===== config.mk =====
export PLATFORM = sky130hd
export DESIGN_NAME = z80_vram_arbiter
export DESIGN_NICKNAME = d
export VERILOG_FILES = /design/src/rtl/z80_vram_arbiter.sv
export SDC_FILE = /design/constraint.sdc
export NUM_CORES = 1
export LEC_CHECK = 0
export BUFFER_PORTS_ARGS = -buffer_cell sky130_fd_sc_hd__buf_2
export CAP_MARGIN = 10
export CORE_MARGIN = 2
export CORE_UTILIZATION = 51
export DETAILED_ROUTE_END_ITERATION = 7
export PLACE_DENSITY = 0.85
export SLEW_MARGIN = 25
export SYNTH_ARGS = -nofsm -noshare
export SYNTH_HDL_FRONTEND = slang
export SYNTH_SLANG_ARGS = --single-unit

===== constraint.sdc =====
create_clock -name clk -period 4.08 [get_ports clk]
set_input_delay 0 -clock clk [delete_from_list [all_inputs] [get_ports clk]]
set_output_delay 0 -clock clk [all_outputs]
set_load 0.01 [all_outputs]

===== src/rtl/z80_vram_arbiter.sv =====
// Arbitrates one synchronous single-port VRAM between the Z80 bus and the video fetcher.
// Video normally wins; a starve counter forces a CPU slot after MAXWAIT denied cycles.
module z80_vram_arbiter #(
  parameter int AW      = 11,
  parameter int MAXWAIT = 8
) (
  input  logic          clk,
  input  logic          reset_n,
  input  logic [15:0]   cpu_adr,
  input  logic          cpu_mx,
  input  logic          cpu_rd,
  input  logic          cpu_wr,
  input  logic          cpu_cs,
  input  logic [7:0]    cpu_dout,
  output logic [7:0]    cpu_din,
  output logic          cpu_wait_n,
  input  logic          vid_req,
  input  logic [AW-1:0] vid_adr,
  output logic          vid_ack,
  output logic [7:0]    vid_data,
  output logic [AW-1:0] ram_adr,
  output logic          ram_we,
  output logic [7:0]    ram_wdata,
  input  logic [7:0]    ram_rdata
);

  localparam int SW = $clog2(MAXWAIT + 1);
  localparam logic [SW-1:0] SMAX = SW'(MAXWAIT);

  localparam logic [2:0] IDLE = 3'd0;
  localparam logic [2:0] VID  = 3'd1;
  localparam logic [2:0] CRD  = 3'd2;
  localparam logic [2:0] CWR  = 3'd3;
  localparam logic [2:0] DONE = 3'd4;
  localparam logic [2:0] RDL  = 3'd5;

  logic [2:0]    state;
  logic [SW-1:0] starve;
  logic          served;
  logic          vid_rd;
  logic          cpu_pend;
  logic          cpu_busy;
  logic          vid_ok;
  logic          cpu_first;
  logic          unused_adr;

  assign unused_adr = ^cpu_adr[15:AW];

  // reset_n gates pend so WAIT_n releases immediately while reset is held
  always_comb begin
    cpu_pend   = reset_n & cpu_mx & cpu_cs & (cpu_rd | cpu_wr) & ~served;
    cpu_wait_n = ~cpu_pend;
    cpu_busy   = (state == CRD) || (state == CWR) || (state == RDL);
    // vid_req stays high through its own read latency and ack cycle; don't re-grant it
    vid_ok     = vid_req & ~vid_rd & ~vid_ack;
    cpu_first  = cpu_pend & ((starve >= SMAX) | ~vid_ok);
  end

  always_ff @(posedge clk or negedge reset_n) begin
    if (!reset_n) begin
      state     <= IDLE;
      starve    <= '0;
      served    <= 1'b0;
      vid_rd    <= 1'b0;
      vid_ack   <= 1'b0;
      vid_data  <= '0;
      cpu_din   <= '0;
      ram_adr   <= '0;
      ram_we    <= 1'b0;
      ram_wdata <= '0;
    end else begin
      vid_rd  <= (state == VID);
      vid_ack <= vid_rd;
      if (vid_rd) vid_data <= ram_rdata;
      ram_we <= 1'b0;

      case (state)
        IDLE: begin
          if (cpu_first) begin
            ram_adr <= cpu_adr[AW-1:0];
            if (cpu_wr) begin
              ram_we    <= 1'b1;
              ram_wdata <= cpu_dout;
              state     <= CWR;
            end else begin
              state <= CRD;
            end
          end else if (vid_ok) begin
            ram_adr <= vid_adr;
            state   <= VID;
          end
        end
        VID:  state <= IDLE;
        CRD:  state <= RDL;
        RDL: begin
          cpu_din <= ram_rdata;
          state   <= DONE;
        end
        CWR:  state <= DONE;
        DONE: state <= IDLE;
        default: state <= IDLE;
      endcase

      if (!cpu_mx) served <= 1'b0;
      else if (state == RDL || state == CWR) served <= 1'b1;

      if (state == IDLE && cpu_first) starve <= '0;
      else if (cpu_pend && !cpu_busy && starve < SMAX) starve <= starve + 1'b1;
    end
  end

endmodule


# Word level (Yosys, flattened, before mapping)
# Cells that the tools add are included.
op_classes:
  bitwise: 14
  n_reduce_logical: 13
  addsub: 1
  muxes: 13
  n_lt_le_gt_ge: 2
  eq_ne: 6
ops:
  columns: ["cell", "n"]
  rows:
  - ["two-way mux 11 bit", 2]
  - ["one-hot mux 3 bit (3 select lines)", 1]
  - ["two-way mux 4 bit", 2]
  - ["bitwise AND 1 bit", 7]
  - ["== test 3 x 2 -> 1 bit (second input constant)", 2]
  - ["two-way mux 1 bit", 6]
  - ["two-way mux 3 bit", 2]
  - ["NOT 1 bit", 5]
  - ["adder 4 x 1 -> 4 bit (second input constant)", 1]
  - [">= comparator 4 bit (second input constant)", 1]
  - ["< comparator 4 bit (second input constant)", 1]
  - ["nonzero test 2 bit", 2]
  - ["== test 3 x 1 -> 1 bit (second input constant)", 1]
  - ["== test 3 bit (second input constant)", 1]
  - ["logical AND 1 bit", 3]
  - ["zero test 3 bit", 1]
  - ["logical OR 1 bit", 3]
  - ["!= test 3 bit (second input constant)", 1]
  - ["AND reduction 3 bit", 1]
  - ["!= test 2 x 1 -> 1 bit (second input constant)", 1]
  - ["OR 1 bit", 2]
  - ["AND reduction 2 bit", 1]
  - ["OR reduction 2 bit", 1]
  - ["zero test 1 bit", 1]
totals:
  input_bits: 50
  output_inout_bits: 38
  elab_cells: 59
  regBits: 46

# Depth between registers and ports, before layout
depth:
  ltp_word: 8
  depth_mapped: 6
  depth_no_buf: 5

# Least setup slack after synthesis
# Ideal clock, no wire load.
synth_timing:
  path_kind: "register -> register"
  start: "register served"
  end: "register ram_adr[10]"
  stages_incl_launch_ff: 6
  path_slack_ns: 2.336
  path_buffers: 1
  arrival_ns: 1.619
  required_time_ns: 3.955
  cell_sequence: "dfrtp_1 > nand4b_2 > nor3_2 > buf_6 > mux2_4 > mux2_2"
synth_via:
  elab_chain_len: 5
synth_rtl:
  columns: ["element", "line_no", "source"]
  rows:
  - ["start, declared", "39", "logic served;"]
  - ["start signal, assigned", "63", "served <= 1'b0;"]
  - ["start signal, assigned", "104", "if (!cpu_mx) served <= 1'b0;"]
  - ["start signal, assigned", "105", "else if (state == RDL || state == CWR) served <= 1'b1;"]
  - ["NOT 1 bit *", "51", "cpu_pend = reset_n & cpu_mx & cpu_cs & (cpu_rd | cpu_wr) & ~served;"]
  - ["bitwise AND 1 bit *", "51", null]
  - ["bitwise AND 1 bit *", "56", "cpu_first = cpu_pend & ((starve >= SMAX) | ~vid_ok);"]
  - ["nonzero test 2 bit (no line)", null, null]
  - ["AND reduction 2 bit (no line)", null, null]
  - ["end signal, assigned", "80", "ram_adr <= cpu_adr[AW-1:0];"]
  - ["end signal, assigned", "89", "ram_adr <= vid_adr;"]
  - ["end, declared", "21", "output logic [AW-1:0] ram_adr,"]
# Every way passes the cells marked *; elsewhere a longest branch is shown, timed or not.
# A chain may end at the register's enable or synchronous reset.

# Final worst setup path
layout_timing:
  start: "input reset_n"
  end: "register ram_adr[0]"
layout_via:
  elab_chain_len: 7
layout_rtl:
  columns: ["element", "line_no", "source"]
  rows:
  - ["start, declared", "8", "input logic reset_n,"]
  - ["bitwise AND 1 bit * (4 in a row)", "51", null]
  - ["bitwise AND 1 bit *", "56", null]
  - ["nonzero test 2 bit (no line)", null, null]
  - ["AND reduction 2 bit (no line)", null, null]
# Marked as above.

==> impl_metrics.toml <==
[power_and_ir_drop]
power_leakage_nw = 1.42
power_frac_comb_pct = 39.2
swShare_pct = 32.2
ir_drop_mv = 0.406
power.total_mw = 1.76
p_switching_uw = 567
internal_power_mw = 1.20
p_clk_share_pct = 15.7
pwr_density_cell_nw_per_um2 = 627
p_seq_share_pct = 45.1

[synth]
synth-seq-cells = 46
synth_nets = 190
synthXorXnorAreaFrac_pct = 0.420
yosysSeqAreaShare_pct = 55.3
synth_simple_gate_area_share_pct = 9.43
syn_area_um2 = 2080
ys_types = 31
synth-edff-count = 0
synthMuxAreaShare_pct = 28.1
netlist_instances = 138
synth_fa_ha_area_share_pct = 1.20
synth_top_family_by_area = "multiplexers"
synthArstFlopShare_pct = 100
yosys_most_used_dff = "dfrtp_1"
yosysWarnings = 0
synth_compound_area_share_pct = 3.12
syn_area_per_cell_um2 = 15.1

[placement]
preCtsSetupSlack_ns = 1.88
place.gp.congestion = 0.800
place_inst = 268
port-buffer-count = 82
dp_hpwl_um = 2780

[cts]
clock_path_buffers = 2
cts_tree = "yes"
clockRootBuffer = "clkbuf_8"
postCtsSetupBuffers = 0
cts_buffers = 5
clk_pin_slew_ns = 0.07
insertion_delay_ns = 0.30
cts.sink_count = 46
ctsHtreeMaxLevel = 2

[timing]
fin_ws_ns = 1.68
setup_tns_ns = 0
fin_crit_sh_pct = 58.8
max_slew_margin_pct = 31.9
slew_violations = 0
layout_min_cycle_time_ns = 2.40
fin_skew_ns = 0.00381
hold_viol_final = 0
grt_setup_unrepaired = "no"
fmax_mhz = 417
worst_slew_pin_slew_ns = 1.02
setup-violations-final = 0

[worst_setup_path]
critPathCaptureType = "register"
r2r-end = "ram_adr[0]$_DFFE_PN0P_"
crit_arrival_ns = 2.58
critical_path_class = "input pin to register"
regToRegStartpoint = "vid_rd$_DFF_PN0_"
cp.required_ns = 4.26
cp_slowest_cell = "o21bai_1"
ff2ff_setup_slack_ns = 1.94
cp_max_fo = 47
worstSetupStartpointType = "input pin"
max_stage_delay_ns = 0.82
worstPathCellList = "dlygate4sd3_1, buf_2, buf_4, nand4b_2, nor2_1, o21bai_1, mux2_2"
worstRegToRegCells = 3

[cells_and_area]
finalNonFillerCells = 294
syn_to_final_growth_pct = 34.9
fin_nets = 295
layout_commonest_cell = "buf_2"
fillCellCount = 283
final_cell_mix = "82 x buf_2, 46 x dfrtp_1, 27 x mux2_2"
drive_above_1_share_pct = 59.0
diodes = 0

[floorplanning]
start_util_pct = 52.5
ios = 88
row_count = 23
core_um2 = 3970
fp.dieW_um = 67.9
die-area_um2 = 4610
dieHeight_um = 67.9

[routing]
wl_per_cell_um = 13.6
drt_first_pass_iters = 4
first_iter_violations = 65
routed_wl_um = 4000
drc = 0
vias_per_cell = 4.97
vias = 1462
postRouteAntennaNets = 0

[global_route]
track_usage_pct = 18.0
grt_pass1_wl_um = 6060
grt_pass1_vias = 1367
grt_max_degree = 48
antenna_found_initial = 0
gr-total-overflow = 0

[worst_hold_path]
hold_end = "ram_adr[0]$_DFFE_PN0P_"
whs_path_depth = 3
min_from = "vid_adr[0]"
hp-class = "input pin to register"

[run]
cap_violations = 0

[status]
status = "complete, no violations"
## Yosys cell counts (4+ instances only)
master	number	area share, %
inv_1	5	0.90
dfrtp_1	46	55
o21ai_0	4	0.96
mux2_2	27	15
mux2_4	18	13
a21oi_1	6	1.4
## through the flow
stage	instance area, um2	hold slack (ns)	util (%)
3_3_place_gp	2540	0.120	63.9
2_1_floorplan	2080	-0.296	-
4_1_cts	2810	0.0517	70.8
3_5_place_dp	2540	0.119	63.9
5_1_grt	2810	0.0548	70.8
6_report	2810	0.0594	70.8
## logic make-up (layout without fill, tap and decap cells)
family                     after synthesis  in the layout
muxes                                   46             46
DFF                                     46             46
and+or+nand+nor                         22             22
AOI/OAI and AO/OA                       12             12
buffers and inverters                    9            115
adders and majority gates                2              2
xor gates and xnor gates                 1              1
## worst max-delay path: cells and delay by family
| kind | cells | cell delay, ns |
|---|---|---|
| AO/OA/AOI/OAI | 1 | 0.82 |
| buffers and inverters | 3 | 0.95 |
| AND/OR/NAND/NOR | 2 | 0.37 |
| multiplexers | 1 | 0.42 |
## power groups by stage
stage	Clock (mW)	Sequential, mW	Combinational (mW)
after floorplan	0	0.866	0.358
after global placement	0	0.793	0.663
after detailed placement	0	0.801	0.686
after CTS	0.282	0.796	0.697
after global routing	0.303	0.824	0.748
final	0.277	0.795	0.690
## worst max-delay path by stage
| stage | startpoint | cells past startpoint | slack (ns) | endpoint |
|---|---|---|---|---|
| 4_1_cts | reset_n | 7 | 1.66 | ram_adr[0]$_DFFE_PN0P_ |
| 3_5_place_dp | reset_n | 6 | 1.88 | ram_adr[0]$_DFFE_PN0P_ |
| 5_1_grt | reset_n | 7 | 1.50 | ram_adr[0]$_DFFE_PN0P_ |
| 3_3_place_gp | reset_n | 6 | 1.91 | ram_adr[7]$_DFFE_PN0P_ |
| 2_1_floorplan | served$_DFFE_PN0P_ | 5 | 2.34 | ram_adr[10]$_DFFE_PN0P_ |
| 6_report | reset_n | 7 | 1.68 | ram_adr[0]$_DFFE_PN0P_ |
## final cells by class
type,count,area (um2),area share [%]
clock inverters,1,5.00,0.178
well taps,50,62.6,2.23
multi-input cells,83,881,31.3
inverters,5,18.8,0.668
repair buffers,102,606,21.5
flip-flops and latches,46,1150,41.0
clock buffers,7,86.3,3.07
## registers in the layout, summed over array words and instances (netlist names)
register and cells:
ram_we 1, cpu_din 8, vid_ack 1, served 1
ram_adr 11, starve 4, vid_rd 1, ram_wdata 8
state 3, vid_data 8
## layer usage
metal / GRT usage (%) / vias to the layer above / part of all wire (%)
met4: 3.75 / 0 / 0.60
li1: - / 698 / -
met5: 0 / - / 0
met1: 22.1 / 704 / 42
met2: 30.8 / 58 / 49
met3: 6.74 / 2 / 8.3
## repair_timing
action | 4_1_cts | 5_1_grt
gates resized for setup | 0 | 0
setup endpoints to repair | 0 | 0
hold endpoints to repair | 71 | 0
hold buffers | 18 | 0
No activity file was read; power rests on OpenSTA's default activity.
